==> config.mk <==
export PLATFORM = sky130hd
export DESIGN_NAME = button_press_generator
export DESIGN_NICKNAME = d
export VERILOG_FILES = /design/src/rtl/button_pkg.sv /design/src/rtl/button_press_generator_ms_tick_gen.sv /design/src/rtl/button_press_generator.sv
export SDC_FILE = /design/constraint.sdc
export NUM_CORES = 1
export LEC_CHECK = 0
export ABC_AREA = 1
export BUFFER_PORTS_ARGS = -buffer_cell sky130_fd_sc_hd__buf_4
export CAP_MARGIN = 10
export CELL_PAD_IN_SITES_DETAIL_PLACEMENT = 0
export CELL_PAD_IN_SITES_GLOBAL_PLACEMENT = 1
export CORE_ASPECT_RATIO = 1.2
export CORE_MARGIN = 2
export CORE_UTILIZATION = 32
export DETAILED_ROUTE_END_ITERATION = 10
export PLACE_DENSITY_LB_ADDON = 0.1
export SLEW_MARGIN = 20
export SYNTH_ARGS = -nofsm -noshare
export SYNTH_HDL_FRONTEND = slang
export SYNTH_SLANG_ARGS = --single-unit
==> constraint.sdc <==
create_clock -name clk -period 2.7 [get_ports clk]
set_clock_uncertainty 0.2 [all_clocks]
set_input_delay 0.27 -clock clk [delete_from_list [all_inputs] [get_ports clk]]
set_output_delay 0.27 -clock clk [all_outputs]
set_load 0.03 [all_outputs]
==> src/rtl/button_pkg.sv <==
// Shared command codes, FSM states and timing helper for the button press generator.
package button_pkg;

  localparam logic [1:0] BTN_CMD_SHORT  = 2'b00;
  localparam logic [1:0] BTN_CMD_LONG   = 2'b01;
  localparam logic [1:0] BTN_CMD_CUSTOM = 2'b10;
  localparam logic [1:0] BTN_CMD_RSVD   = 2'b11;

  typedef enum logic [1:0] {
    ST_IDLE   = 2'd0,
    ST_BOUNCE = 2'd1,
    ST_PRESS  = 2'd2,
    ST_GAP    = 2'd3
  } btn_state_e;

  function automatic int unsigned ms_delay(input int unsigned clk_hz);
    return clk_hz / 1000;
  endfunction

endpackage

==> src/rtl/button_press_generator_ms_tick_gen.sv <==
// Millisecond tick generator with a synchronous restart so every phase starts on a fresh ms boundary.
module ms_tick_gen #(
  parameter int unsigned MS_DELAY = 8
) (
  input  logic clk,
  input  logic rstn,
  input  logic restart,
  output logic tick,
  output logic sub_tick
);

  localparam int unsigned SUB_DELAY = MS_DELAY / 8;
  localparam int CW = (MS_DELAY > 1) ? $clog2(MS_DELAY) : 1;
  localparam int SW = (SUB_DELAY > 1) ? $clog2(SUB_DELAY) : 1;

  logic [CW-1:0] cyc_q, cyc_d;
  logic [SW-1:0] sub_q, sub_d;

  assign tick     = (cyc_q == CW'(MS_DELAY - 1));
  assign sub_tick = (sub_q == SW'(SUB_DELAY - 1));

  always_comb begin
    cyc_d = tick ? '0 : cyc_q + CW'(1);
    sub_d = sub_tick ? '0 : sub_q + SW'(1);
    if (restart) begin
      cyc_d = '0;
      sub_d = '0;
    end
  end

  always_ff @(posedge clk) begin
    if (!rstn) begin
      cyc_q <= '0;
      sub_q <= '0;
    end else begin
      cyc_q <= cyc_d;
      sub_q <= sub_d;
    end
  end

endmodule

==> src/rtl/button_press_generator.sv <==
// Synthesizes an active-low push-button waveform (bounce, hold, release gap) from software commands.
//   state     | meaning
//   ST_IDLE   | ready for a command, btn_n released
//   ST_BOUNCE | start of press, btn_n chatters every MS_DELAY/8 cycles
//   ST_PRESS  | btn_n held low until the low phase totals len_ms
//   ST_GAP    | btn_n released for GAP_MS before next press or done
module button_press_generator
  import button_pkg::*;
#(
  parameter int unsigned CLK_HZ    = 0,
  parameter int unsigned SHORT_MS  = 100,
  parameter int unsigned LONG_MS   = 500,
  parameter int unsigned GAP_MS    = 50,
  parameter int unsigned BOUNCE_MS = 2
) (
  input  logic        clk,
  input  logic        rstn,
  input  logic        cmd_valid,
  output logic        cmd_ready,
  input  logic [1:0]  cmd_type,
  input  logic [15:0] cmd_ms,
  input  logic [3:0]  cmd_count,
  output logic        btn_n,
  output logic        busy,
  output logic        done,
  output logic        err
);

  localparam int unsigned MS_DELAY  = ms_delay(CLK_HZ);
  localparam logic [15:0] BOUNCE_16 = 16'(BOUNCE_MS);
  localparam logic [15:0] GAP_16    = 16'(GAP_MS);

  btn_state_e  state_q, state_d;
  logic [15:0] ms_q, ms_d;
  logic [15:0] len_q, len_d;
  logic [3:0]  press_q, press_d;
  logic        btn_n_q, btn_n_d;
  logic        done_q, done_d;
  logic        err_q, err_d;

  logic        restart, tick, sub_tick;
  logic [15:0] cmd_len, press_ms;
  logic        cmd_bad, ms_last;

  ms_tick_gen #(.MS_DELAY(MS_DELAY)) u_tick (
    .clk      (clk),
    .rstn     (rstn),
    .restart  (restart),
    .tick     (tick),
    .sub_tick (sub_tick)
  );

  assign cmd_len = (cmd_type == BTN_CMD_SHORT) ? 16'(SHORT_MS) :
                   (cmd_type == BTN_CMD_LONG)  ? 16'(LONG_MS)  : cmd_ms;
  assign cmd_bad = (cmd_type == BTN_CMD_RSVD) ||
                   ((cmd_type == BTN_CMD_CUSTOM) && (cmd_ms == 16'd0));
  // Steady-low part of the press; clamp keeps an oversized bounce from underflowing
  assign press_ms = (BOUNCE_MS == 0) ? len_q :
                    (len_q > BOUNCE_16) ? (len_q - BOUNCE_16) : 16'd1;
  assign ms_last  = tick && (ms_q == 16'd1);

  always_comb begin
    state_d = state_q;
    ms_d    = ms_q;
    len_d   = len_q;
    press_d = press_q;
    btn_n_d = btn_n_q;
    done_d  = 1'b0;
    err_d   = 1'b0;
    restart = 1'b0;
    case (state_q)
      ST_IDLE: begin
        restart = 1'b1;
        btn_n_d = 1'b1;
        if (cmd_valid) begin
          if (cmd_bad) begin
            err_d = 1'b1;
          end else begin
            len_d   = cmd_len;
            press_d = (cmd_count == 4'd0) ? 4'd1 : cmd_count;
            btn_n_d = 1'b0;
            if (BOUNCE_MS == 0) begin
              state_d = ST_PRESS;
              ms_d    = cmd_len;
            end else begin
              state_d = ST_BOUNCE;
              ms_d    = BOUNCE_16;
            end
          end
        end
      end
      ST_BOUNCE: begin
        if (sub_tick) btn_n_d = ~btn_n_q;
        if (ms_last) begin
          state_d = ST_PRESS;
          ms_d    = press_ms;
          btn_n_d = 1'b0;
          restart = 1'b1;
        end else if (tick) begin
          ms_d = ms_q - 16'd1;
        end
      end
      ST_PRESS: begin
        if (ms_last) begin
          state_d = ST_GAP;
          ms_d    = GAP_16;
          btn_n_d = 1'b1;
          restart = 1'b1;
        end else if (tick) begin
          ms_d = ms_q - 16'd1;
        end
      end
      ST_GAP: begin
        if (ms_last) begin
          restart = 1'b1;
          if (press_q > 4'd1) begin
            press_d = press_q - 4'd1;
            btn_n_d = 1'b0;
            if (BOUNCE_MS == 0) begin
              state_d = ST_PRESS;
              ms_d    = len_q;
            end else begin
              state_d = ST_BOUNCE;
              ms_d    = BOUNCE_16;
            end
          end else begin
            state_d = ST_IDLE;
            done_d  = 1'b1;
          end
        end else if (tick) begin
          ms_d = ms_q - 16'd1;
        end
      end
      default: state_d = ST_IDLE;
    endcase
  end

  always_ff @(posedge clk) begin
    if (!rstn) begin
      state_q <= ST_IDLE;
      ms_q    <= '0;
      len_q   <= '0;
      press_q <= '0;
      btn_n_q <= 1'b1;
      done_q  <= 1'b0;
      err_q   <= 1'b0;
    end else begin
      state_q <= state_d;
      ms_q    <= ms_d;
      len_q   <= len_d;
      press_q <= press_d;
      btn_n_q <= btn_n_d;
      done_q  <= done_d;
      err_q   <= err_d;
    end
  end

  assign cmd_ready = (state_q == ST_IDLE);
  assign busy      = (state_q != ST_IDLE);
  assign btn_n     = btn_n_q;
  assign done      = done_q;
  assign err       = err_q;

endmodule

Word level (Yosys, flattened, before mapping):

Cells that the tools add are included.

* bitwise logic cells: 3
* reduce and logical (&&, ||, !) cells: 19
* multiplexer cells: 35
* equal/unequal tests: 15
* $lt $le $gt $ge: 2
* add/subtract/negate cells: 5

Operator list (number)
* 2-to-1 mux 16 bit: 10
* case mux 16 bit (4 select lines): 1
* 2-to-1 mux 4 bit: 5
* equality test 16 x 1 -> 1 bit, second input constant: 1
* greater-than comparator 16 x 2 -> 1 bit, second input constant: 1
* logical NOT 16 bit: 1
* subtractor 16 x 1 -> 16 bit, second input constant: 1
* subtractor 16 x 2 -> 16 bit, second input constant: 1
* inequality test 2 bit, second input constant: 6
* AND reduction 3 bit: 4
* 2-to-1 mux 1 bit: 10
* 2-to-1 mux 2 bit: 5
* AND reduction 5 bit: 2
* OR reduction 3 bit: 3
* equality test 2 bit, second input constant: 4
* case mux 2 bit (4 select lines): 1
* case mux 4 bit (2 select lines): 1
* equality test 2 x 1 -> 1 bit, second input constant: 2
* greater-than comparator 4 x 1 -> 1 bit, second input constant: 1
* logical NOT 2 bit: 2
* logical NOT 4 bit: 1
* case mux 1 bit (4 select lines): 1
* AND reduction 4 bit: 1
* nonzero test 2 bit: 2
* 8 further kinds: 12

* output and inout bits: 5
* bits of input ports: 25
* register bits: 43

Logic depth before layout (Yosys ltp):

Gate-level depths: netlist of run 1.

* depth in word-level cells: 6
* depth in mapped cells: 13
* gate-level depth less buffers: 13

Hierarchy:

A second synthesis of run 1 with hierarchy kept.

* cells, all modules: 510
* area total of the unflattened synthesis: 3083.0 µm²

Modules (own cells, without submodules)
* button_press_generator: instances 1, area an instance 3027.9 µm², cells each 504
* ms_tick_gen: instances 1, area an instance 55.1 µm², cells each 6

Least setup slack after synthesis of run 1:

No wires, ideal clock.

* path type: flip-flop to flip-flop
* start: reg state_q[0]
* end: reg len_q[0]
* clock period less this slack: 2.203 ns
* library setup time: 0.086 ns
* slack: 0.497 ns
* path buffers: 1
* required time: 2.414 ns
* data arrival time: 1.917 ns
* cell stages (with the launch flop): 8
* cells stage by stage: dfxtp_1 -> inv_1 -> ha_1 -> inv_1 -> nor2_2 -> inv_2 -> clkbuf_1 -> a211oi_1

* cells in the longest elaborated chain, start to end: 2

RTL lines
* start: declaration: RTL line button_press_generator.sv:33 `btn_state_e state_q, state_d;`
* start signal: assignment: RTL line button_press_generator.sv:148 `state_q <= state_d;`
* logical NOT 2 bit
* named net cmd_ready: RTL line button_press_generator.sv:19 `output logic cmd_ready,`
* AND reduction 3 bit (no line)
* end signal: assignment: RTL line button_press_generator.sv:150 `len_q <= len_d;`
* end: declaration: RTL line button_press_generator.sv:35 `logic [15:0] len_q, len_d;`

The timed path passes the listed nets, and every way through them passes these cells.
A chain may end at the register's enable or synchronous reset.

Worst setup path in the final report of run 1:

* start: reg ms_q[1]
* end: reg state_q[1]

* cells in the longest elaborated chain, start to end: 4
* elaborated cells on any way between the ends: 6
* classes of those cells: eq/ne (4); reduce/logical (2)

RTL lines
* start: declaration: RTL line button_press_generator.sv:34 `logic [15:0] ms_q, ms_d;`
* start signal: assignment: RTL line button_press_generator.sv:149 `ms_q <= ms_d;`
* equality test 16 x 1 -> 1 bit (*): RTL line button_press_generator.sv:60 `assign ms_last = tick && (ms_q == 16'd1);`
* logical AND 1 bit (*): RTL line button_press_generator.sv:60
* inequality test 2 bit (no line)
* AND reduction 5 bit (no line) (*)

Every way passes the cells marked *; elsewhere a longest branch is shown, timed or not.

==> results.md, run 1 <==
* Outcome: finished, final reports clean
* Lkg Pwr at roughly 1.4 nW
* Netlist cell types at 40
* Port buffer count at 29
* Placer Congestion at slightly above 0.8
* Chip Height at about 110 um
* CTS max path bufs at 2
* Largest delay share family, worst path: simple AND/OR/NAND/NOR gates
* Setup CP Type: reg2reg
* P per Cell Area at around 810 nW/um2
* Gate power share at 0.533
* Core Region at about 9000 um2
* CP endpoint kind: register
* Initial Utilization at 0.328
* Min Tclk post-route at about 2.4 ns
* Via-to-Cell Ratio at ~4.8
* Die width at 91.9 um
* Clock slew at the register clock pins of the worst setup and hold paths at 0.08 ns
* Post-CTS Hold Fix Bufs at 0
* RSZ-0062 raised after global routing: no
* Area Growth Syn to Fin at 13.7%
* Hold Path Origin: cmd_valid
* DRT iter0 DRCs at between 50 and 60
* Reg2reg start: ms_q[1]
* Initial antenna violation count at 0
* # diodes at 0
* MaxCap Viol Count at 0
* Critical path buffer and inverter count at 2
* Area contributors post-synth: dfxtp_1 (29%), nand2_1 (13%), nor2_1 (7.5%), inv_1 (5.3%), a21oi_1 (4.9%)
* Post-Synthesis Cells at between 400 and 500
* Layout Nets at just over 500
* Area leader, netlist: dfxtp_1
* Clock Power Share at 0.139
* Hold/Removal Path Class: in2reg
* Synth top area share at 0.290
* Sequence of cells on the critical path: inv_1 > ha_1 > nand2_1 > nor2_1 > nand3_4 > o21ai_1 > nand2_1 > inv_1 > nand2_1 > o21ai_0 > a21oi_1
* Total track usage at 0.169
* Sequential area share after synthesis at 0.290
* Total power draw at about 0.0027 W
* Critical path launch point: ms_q[1]
* Largest stage delay on the critical path at 0.37 ns
* Cts repair resizes at 0
* Clock sink count at 43
* Most numerous cell in the Yosys netlist: nand2_1
* VDD IR max at 0.298 mV
* P_int at roughly 0.0014 W
* Slowest-stage cell, CP: dfxtp_1
* Max Clk Rate at between 400 and 500 MHz
* # Post-CTS Setup Buffers at 0
* Sequential power share at 0.328
* Routed len/inst at around 14 um
* Critical path arrival at between 2 and 2.5 ns
* Post-DRT Antenna Nets at 0
* Synthesis Warnings at 0
* Die ar. at a little over 10000 um2
* Top cells by count, synth: nand2_1 (104), nor2_1 (59), dfxtp_1 (43)
* Total wire length at just over 8000 um
* GRT overflow at 0
* Post-synth EDFFs at 0
* Vias in the first global route at 2755
* Net switching power at 0.00130 W
* Most Frequent Cell on Critical Path: nand2_1
* Final Hold Violating Endpoints at 0
* CTS tree: done
* Largest net degree at the start of global routing at 27
* Post-detail-place hpwl at around 6500 um
* Ys async rst share at 0
* Fill cell count at around 1000
* Yosys reg bits at 43
* CTS root buffer: clkbuf_8
* Critical Path Start Type: register
* Share of cells above drive strength 1 at 0.151
* Crit path max fanout at 13
* Final period util at 0.887
* Row count at 38
* Drt drc at 0
* Final Util at 0.373
* Critical Path RT at 2.68 ns
* Cts bufs inserted at 5
* Sw frac at 0.472
* Slew headroom at 0.658
* Setup TNS at 0 ns
* First-pass GRT wire length at 13500 um
* Post-synthesis net count at ~480
* Htree depth at 2
* Setup Viol. Count Final at 0
* Final Max Slew Viols at 0
* Most used DFF post-synth: dfxtp_1
* Average cell area after synthesis at roughly 6.7 um2
* Synth Cell Area at 2960 um2
* Worst slew pin tran at about 0.51 ns
* Ports at 30
* Drt first pass iters at 4
* Clock Latency Late Sink at about 0.29 ns
* Via count at roughly 2800
## registers in the layout (all words and copies together), names as in the netlist
register	cells
len_q	16
ms_q	16
press_q	4
state_q	2
btn_n	1
done	1
err	1
u_tick.sub_tick	1
u_tick.tick	1
## per-stage QoR
step           hold slack [ns]  worst slack [ns]  std cells  instance area, um2
2_1_floorplan            0.189             0.497        443                2960
3_5_place_dp             0.222             0.306        584                3300
6_report                0.0181             0.306        590                3370
3_3_place_gp             0.242             0.350        584                3300
4_1_cts                0.00580             0.291        590                3370
5_1_grt                 0.0337             0.112        590                3370
## worst register-to-register path, delay by kind of cell, from the launching register on
| family | cells | cell delay [ns] |
|---|---|---|
| AND/OR/NAND/NOR | 5 | 0.85 |
| flip-flops | 1 | 0.37 |
| AO/OA/AOI/OAI | 3 | 0.37 |
| buffers and inverters | 2 | 0.34 |
| adder cells (fa/ha/maj) | 1 | 0.16 |
## area by class of cell
class,instances,area [um2],area share
multi-input combinational,342,1870,0.555
sequential,43,861,0.255
timing repair buffer,32,240,0.0713
inverter,47,176,0.0524
tap,120,150,0.0446
clock buffer,6,72.6,0.0215
## worst paths after layout
check | end | slack [ns] | cells past startpoint
worst min-delay path | err | 0.02 | 3
worst max register to register | state_q[1] | 0.31 | 11
worst min register to register | u_tick.sub_tick | 0.24 | 1
worst max-delay path | state_q[1] | 0.31 | 11
## power groups by stage
stage          clock network (W)  logic, W  registers (W)
6_report                0.000381   0.00146       0.000901
5_1_grt                 0.000422   0.00166       0.000921
4_1_cts                 0.000400   0.00148       0.000901
3_5_place_dp                   0   0.00148       0.000916
3_3_place_gp                   0   0.00149       0.000915
2_1_floorplan                  0   0.00112       0.000889
## cells in the final DEF (no fill, tap or decap), drive strengths merged, types with 2 or more instances in the layout
master | netlist | layout
inv | 46 | 46
o22ai | 3 | 3
nand2 | 109 | 109
or2 | 2 | 2
ha | 10 | 10
o211ai | 2 | 2
dfxtp | 43 | 43
a21oi | 34 | 34
xor2 | 13 | 13
buf | 4 | 32
nor3 | 17 | 17
nand3 | 24 | 24
o21ai | 25 | 25
xnor2 | 5 | 5
a211oi | 16 | 16
nand4 | 4 | 4
nor2 | 69 | 69
clkbuf | 7 | 6
a31oi | 4 | 4
## cell families (layout without fill, tap and decap cells)
logic type	Yosys count	in the layout	synth area share
compound gates	87	87	0.174
fa+ha+maj	10	10	0.0422
buf+inv	58	85	0.0789
flops	43	43	0.290
xor+xnor	18	18	0.0532
simple gates	227	227	0.361
## metal layers
metal,up-vias,routed length [um],global-route usage
met5,-,0,0
met2,45,3830,0.297
li1,1504,-,-
met1,1266,3860,0.215
met3,13,212,0.0226
met4,0,181,0.0586
Power figures use the tool's default switching activity.
==> run 2: changes to the inputs <==
--- a/config.mk
+++ b/config.mk
@@ -13,6 +13,7 @@
 export CORE_ASPECT_RATIO = 1.2
 export CORE_MARGIN = 2
 export CORE_UTILIZATION = 32
+export CTS_BUF_LIST = sky130_fd_sc_hd__clkbuf_16
 export DETAILED_ROUTE_END_ITERATION = 10
 export PLACE_DENSITY_LB_ADDON = 0.1
 export SLEW_MARGIN = 20
==> constraint.sdc (replaced) <==
create_clock -name clk -period 2.9 [get_ports clk]
set_clock_uncertainty 0.2 [all_clocks]
set_input_delay 0.29 -clock clk [delete_from_list [all_inputs] [get_ports clk]]
set_output_delay 0.29 -clock clk [all_outputs]
set_load 0.03 [all_outputs]
==> results.md, run 2 (synthesis gave the netlist of run 1 again) <==
* VDD IR max at 0.253 mV (-15%)
* Total wire length at 8030 um (-0.70%)
* Vias in the first global route at 2767 (+0.44%)
* Fill cell count at 1011 (+0.40%)
* Commonest non-fill, non-tap cells in the layout: nand2_1 (104), nor2_1 (59), inv_1 (43), dfxtp_1 (43), buf_4 (32)
* Final Max Slew Viols at 0 (unchanged)
* Min Tclk post-route at 2.40 ns (+0.00656 ns)
* M2 GR Usage at 0.303 (+0.00525)
* Outcome: finished, final reports clean
* CTS max path bufs at 2 (unchanged)
* Htree depth at 2 (unchanged)
* Area Growth Syn to Fin at 15.6%
* Slew headroom at 0.663 (+0.00469)
* Via count at 2793 (-1.2%)
* Setup CP Type: reg2reg
* DRT iter0 DRCs at 66 (+16%)
* Share of cells above drive strength 1 at 0.151 (unchanged)
* Final Hold Violating Endpoints at 0 (unchanged)
* First-pass GRT wire length at 13500 um (+0.16%)
* Critical Path Start Type: register
* GRT overflow at 0 (unchanged)
* Clock Latency Late Sink at 0.28 ns (about the same)
* Crit path max fanout at 13 (unchanged)
* Die ar. at 10100 um2 (unchanged)
* Core Region at 9030 um2 (unchanged)
* CTS root buffer: clkbuf_16
* GRT met1 Usage at 0.215 (+0.000241)
* Placer Congestion at 0.829 (about the same)
* Biggest regs: len_q (16), ms_q (16), press_q (4)
* Initial antenna violation count at 0 (unchanged)
* Ports at 30 (unchanged)
* Worst slew pin tran at 0.505 ns (-0.00701 ns)
* Largest net degree at the start of global routing at 27 (unchanged)
* Total track usage at 0.171 (+0.00126)
* Placed insts at 584 (unchanged)
* Worst slack, placed at 0.520 ns (+0.214 ns)
* Setup TNS at 0 ns (unchanged)
* Setup Viol. Count Final at 0 (unchanged)
* RSZ-0062 raised after global routing: no
* CTS tree: done
* Clock slew at the register clock pins of the worst setup and hold paths at 0.06 ns (-0.02 ns)
* Post-DRT Antenna Nets at 0 (unchanged)
* # diodes at 0 (unchanged)
* Lkg Pwr at 1.46 nW (+2.1%)
* Clock sink count at 43 (unchanged)
* # Post-CTS Setup Buffers at 0 (unchanged)
* Port buffer count at 29 (unchanged)
* Row count at 38 (unchanged)
* CP endpoint kind: register
* Drt drc at 0 (unchanged)
* Worst Slack Setup Final at 0.500 ns (+0.193 ns)
* Final Util at 0.379 (+0.00623)
* Via-to-Cell Ratio at 4.73 (-1.2%)
* Post-CTS Hold Fix Bufs at 0 (unchanged)
* Chip Height at 109 um (unchanged)
* Initial Utilization at 0.328 (unchanged)
* Routed len/inst at 13.6 um (-0.70%)
* Hold/Removal Path Class: in2reg
* Met3 usage at 0.0199 (-0.00274)
* Max Clk Rate at 417 MHz (-0.27%)
* Final period util at 0.828 (-0.0589)
* Cts repair resizes at 0 (unchanged)
* Post-detail-place hpwl at 6510 um (-0.26%)
* Drt first pass iters at 4 (unchanged)
* MaxCap Viol Count at 0 (unchanged)
* Global-route layer with the greatest usage: met2
* Flop-to-flop setup slack at 0.50 ns (+0.19 ns)
* Critical Path RT at 2.87 ns (+0.19 ns)
* Critical path arrival at 2.37 ns (about the same)
* Commonest non-fill, non-tap cell in the layout: nand2_1
* Layout Nets at 506 (unchanged)
* Non-Filler Instances at 590 (unchanged)
* Die width at 91.9 um (unchanged)
* Cts bufs inserted at 5 (unchanged)
* P per Cell Area at 796 nW/um2 (-2.2%)
==> run 2: power breakdown <==
part | total [W] | leakage, nW | switching (W) | internal (W)
Combinational | 0.00136 | 1.04 | 0.000888 | 0.000475
Clock | 0.000523 | 0.0669 | 0.000217 | 0.000306
Sequential | 0.000842 | 0.352 | 0.000128 | 0.000714
==> run 2: final timing paths <==
kind / startpoint / end / cells after the start
max: ms_q[1] / state_q[1] / 11
min: cmd_valid / err / 3
max reg2reg: ms_q[1] / state_q[1] / 11
min reg2reg: u_tick.sub_tick / u_tick.sub_tick / 1
==> run 2: metrics by stage <==
step | cell area [um2] | hold slack [ns] | power [W]
2_1_floorplan | 2960 | 0.199 | 0.00187
3_3_place_gp | 3300 | 0.242 | 0.00224
3_5_place_dp | 3300 | 0.229 | 0.00223
4_1_cts | 3430 | 0.0483 | 0.00276
5_1_grt | 3430 | 0.0721 | 0.00297
6_report | 3430 | 0.0484 | 0.00273
==> run 2: area by class of cell <==
class	count	area, um2	share of cell area
clock inverters	1	3.75	0.00110
multi-input cells	342	1870	0.546
repair buffers	32	240	0.0701
clock buffers	5	125	0.0365
well taps	120	150	0.0438
flip-flops and latches	43	861	0.251
inverters	47	176	0.0515
==> run 2: worst max-delay path, cell delays in order, from the launching register on <==
cell	delay (ns)
dfxtp_1	0.38
inv_1	0.11
ha_1	0.16
nand2_1	0.06
nor2_1	0.18
nand3_4	0.16
o21ai_1	0.15
nand2_1	0.35
inv_1	0.22
nand2_1	0.11
o21ai_0	0.17
a21oi_1	0.05
==> run 2: per-layer routing <==
metal | vias to the layer above | share of wire
met4 | 0 | 0.016
met1 | 1228 | 0.48
met3 | 9 | 0.026
met5 | - | 0
li1 | 1512 | -
met2 | 44 | 0.48
==> run 3: changes to the inputs <==
==> constraint.sdc (replaced) <==
create_clock -name clk -period 2.1 [get_ports clk]
set_clock_uncertainty 0.2 [all_clocks]
set_input_delay 0.21 -clock clk [delete_from_list [all_inputs] [get_ports clk]]
set_output_delay 0.21 -clock clk [all_outputs]
set_load 0.03 [all_outputs]
==> results.md, run 3 (synthesis gave the netlist of run 1 again) <==
* DRT iter0 DRCs at 125 (+89%)
* Non-Filler Instances at 631 (+6.9%)
* Largest stage delay on the critical path at 0.43 ns (+0.05 ns)
* Slowest-stage cell, CP: o311ai_0
* Setup Viol. Count Final at 0 (unchanged)
* Cts bufs inserted at 5 (unchanged)
* Chip Height at 109 um (unchanged)
* Sequence of cells on the critical path: buf_4 > ha_1 > buf_4 > inv_1 > o311ai_0 > nand3_1 > a21oi_1
* GRT overflow at 0 (unchanged)
* Outcome: finished, final reports clean
* RSZ-0062 raised after global routing: yes
* Total wire length at 8530 um (+6.2%)
* Min Hold Slack at 0.0128 ns (-0.0355 ns)
* Via-to-Cell Ratio at 4.66 (-1.5%)
* Initial Utilization at 0.328 (unchanged)
* Min Tclk post-route at 2.01 ns (-0.395 ns)
* Setup TNS at 0 ns (unchanged)
* Routed len/inst at 13.5 um (-0.74%)
* Share of cells above drive strength 1 at 0.276 (+0.125)
* Largest net degree at the start of global routing at 27 (unchanged)
* Die ar. at 10100 um2 (unchanged)
* Commonest non-fill, non-tap cells in the layout: nand2_1 (97), buf_4 (68), nor2_1 (51)
* Initial antenna violation count at 0 (unchanged)
* Max Clk Rate at 499 MHz (+20%)
* Final period util at 0.955 (+0.127)
* Drt first pass iters at 6 (+2)
* Crit path max fanout at 6 (-7)
* Fill cell count at 968 (-4.3%)
* Critical Path RT at 2.11 ns (-0.76 ns)
* Placed insts at 617 (+5.7%)
* P per Cell Area at 1100 nW/um2 (+38%)
* Clock slew at the register clock pins of the worst setup and hold paths at 0.06 ns (about the same)
* Post-detail-place hpwl at 6840 um (+5.0%)
* Critical path buffer and inverter count at 3 (+1)
* CP endpoint kind: register
* Hold/Removal Path Class: in2reg
* Area Growth Syn to Fin at 30.5%
* Vias in the first global route at 2917 (+5.4%)
* Row count at 38 (unchanged)
* Drt drc at 0 (unchanged)
* MaxCap Viol Count at 0 (unchanged)
* Htree depth at 2 (unchanged)
* Core Region at 9030 um2 (unchanged)
* Most Frequent Cell on Critical Path: buf_4
* Ports at 30 (unchanged)
* First-pass GRT wire length at 14400 um (+6.9%)
* Die width at 91.9 um (unchanged)
* VDD IR max at 0.474 mV (+88%)
* # diodes at 0 (unchanged)
* Clock Latency Late Sink at 0.28 ns (about the same)
* Setup CP Type: reg2reg
* Slew headroom at 0.720 (+0.0574)
* Critical Path Start Type: register
* Final Max Slew Viols at 0 (unchanged)
* CTS max path bufs at 2 (unchanged)
* Critical path arrival at 2.02 ns (-0.35 ns)
* Total track usage at 0.180 (+0.00922)
* Layout Nets at 545 (+7.7%)
* Placer Congestion at 0.809 (-2.5%)
* Largest delay share family, worst path: compound AO/OA/AOI/OAI gates
* Worst slew pin tran at 0.415 ns (-0.0902 ns)
* Dpl cell area at 3550 um2 (+7.6%)
* Commonest non-fill, non-tap cell in the layout: nand2_1
* CTS tree: done
* Final Cell Area at 3870 um2 (+13%)
* Final Hold Violating Endpoints at 0 (unchanged)
* CTS root buffer: clkbuf_16
* Port buffer count at 29 (unchanged)
* Clock sink count at 43 (unchanged)
* Via count at 2942 (+5.3%)
* Biggest regs: len_q (16), ms_q (16), press_q (4)
* Post-DRT Antenna Nets at 0 (unchanged)
* Lkg Pwr at 1.67 nW (+14%)
run 3: cell count changes in the layout (fill, tap and decap cells not counted), moves of 3 or more:
cell / before / now
nor2_2: 4 / 8
nor2_4: 5 / 9
inv_1: 43 / 39
ha_1: 10 / 6
dfxtp_1: 43 / 35
buf_4: 32 / 68
ha_4: 0 / 3
nor2_1: 59 / 51
nand2_2: 4 / 11
dfxtp_2: 0 / 7
nand2_1: 104 / 97
run 3: path summary, 6_finish.rpt:
path,startpoint,to,slack (ns),cells past startpoint
max,state_q[0],state_q[0],0.09,7
min,cmd_ms[7],len_q[7],0.01,3
max reg2reg,state_q[0],state_q[0],0.09,7
min reg2reg,u_tick.sub_tick,u_tick.sub_tick,0.24,1
run 3: report_power, final:
part,internal (W),switching [W]
clock,0.000429,0.000321
sequential,0.000998,0.000175
combinational,0.000942,0.00138
run 3: through the flow:
| step | setup slack [ns] | power (W) | utilization |
|---|---|---|---|
| after global routing | -0.0211 | 0.00462 | 0.428 |
| final | 0.0948 | 0.00425 | 0.428 |
| after floorplan | 0.0654 | 0.00259 | - |
| after global placement | -0.0197 | 0.00329 | 0.393 |
| after CTS | 0.00112 | 0.00408 | 0.411 |
| after detailed placement | -0.0422 | 0.00329 | 0.393 |
run 3: area by class of cell:
class	instances	area, um2	share of cell area
tap	120	150	0.0388
inverter	47	181	0.0469
clock inverter	3	11.3	0.00291
clock buffer	5	125	0.0323
sequential	43	873	0.226
timing repair buffer	71	543	0.140
multi-input combinational	342	1980	0.513
run 3: per-layer routing:
metal | wire (um) | global-route usage | vias up
met5 | 0 | 0 | -
met4 | 180 | 0.0650 | 0
met3 | 191 | 0.0219 | 12
met2 | 4110 | 0.311 | 39
met1 | 4050 | 0.232 | 1295
li1 | - | - | 1596
run 3: worst min-delay path, stage by stage:
cell	delay, ns
buf_4	0.11
nand2_1	0.06
a31oi_1	0.07
run 3: what timing repair did:
item,in CTS,in global routing
setup buffers,2,3
resized for setup,3,44
pin swaps,1,14
hold buffers,1,0
endpoints found under the setup margin,13,35
endpoints found under the hold margin,1,0
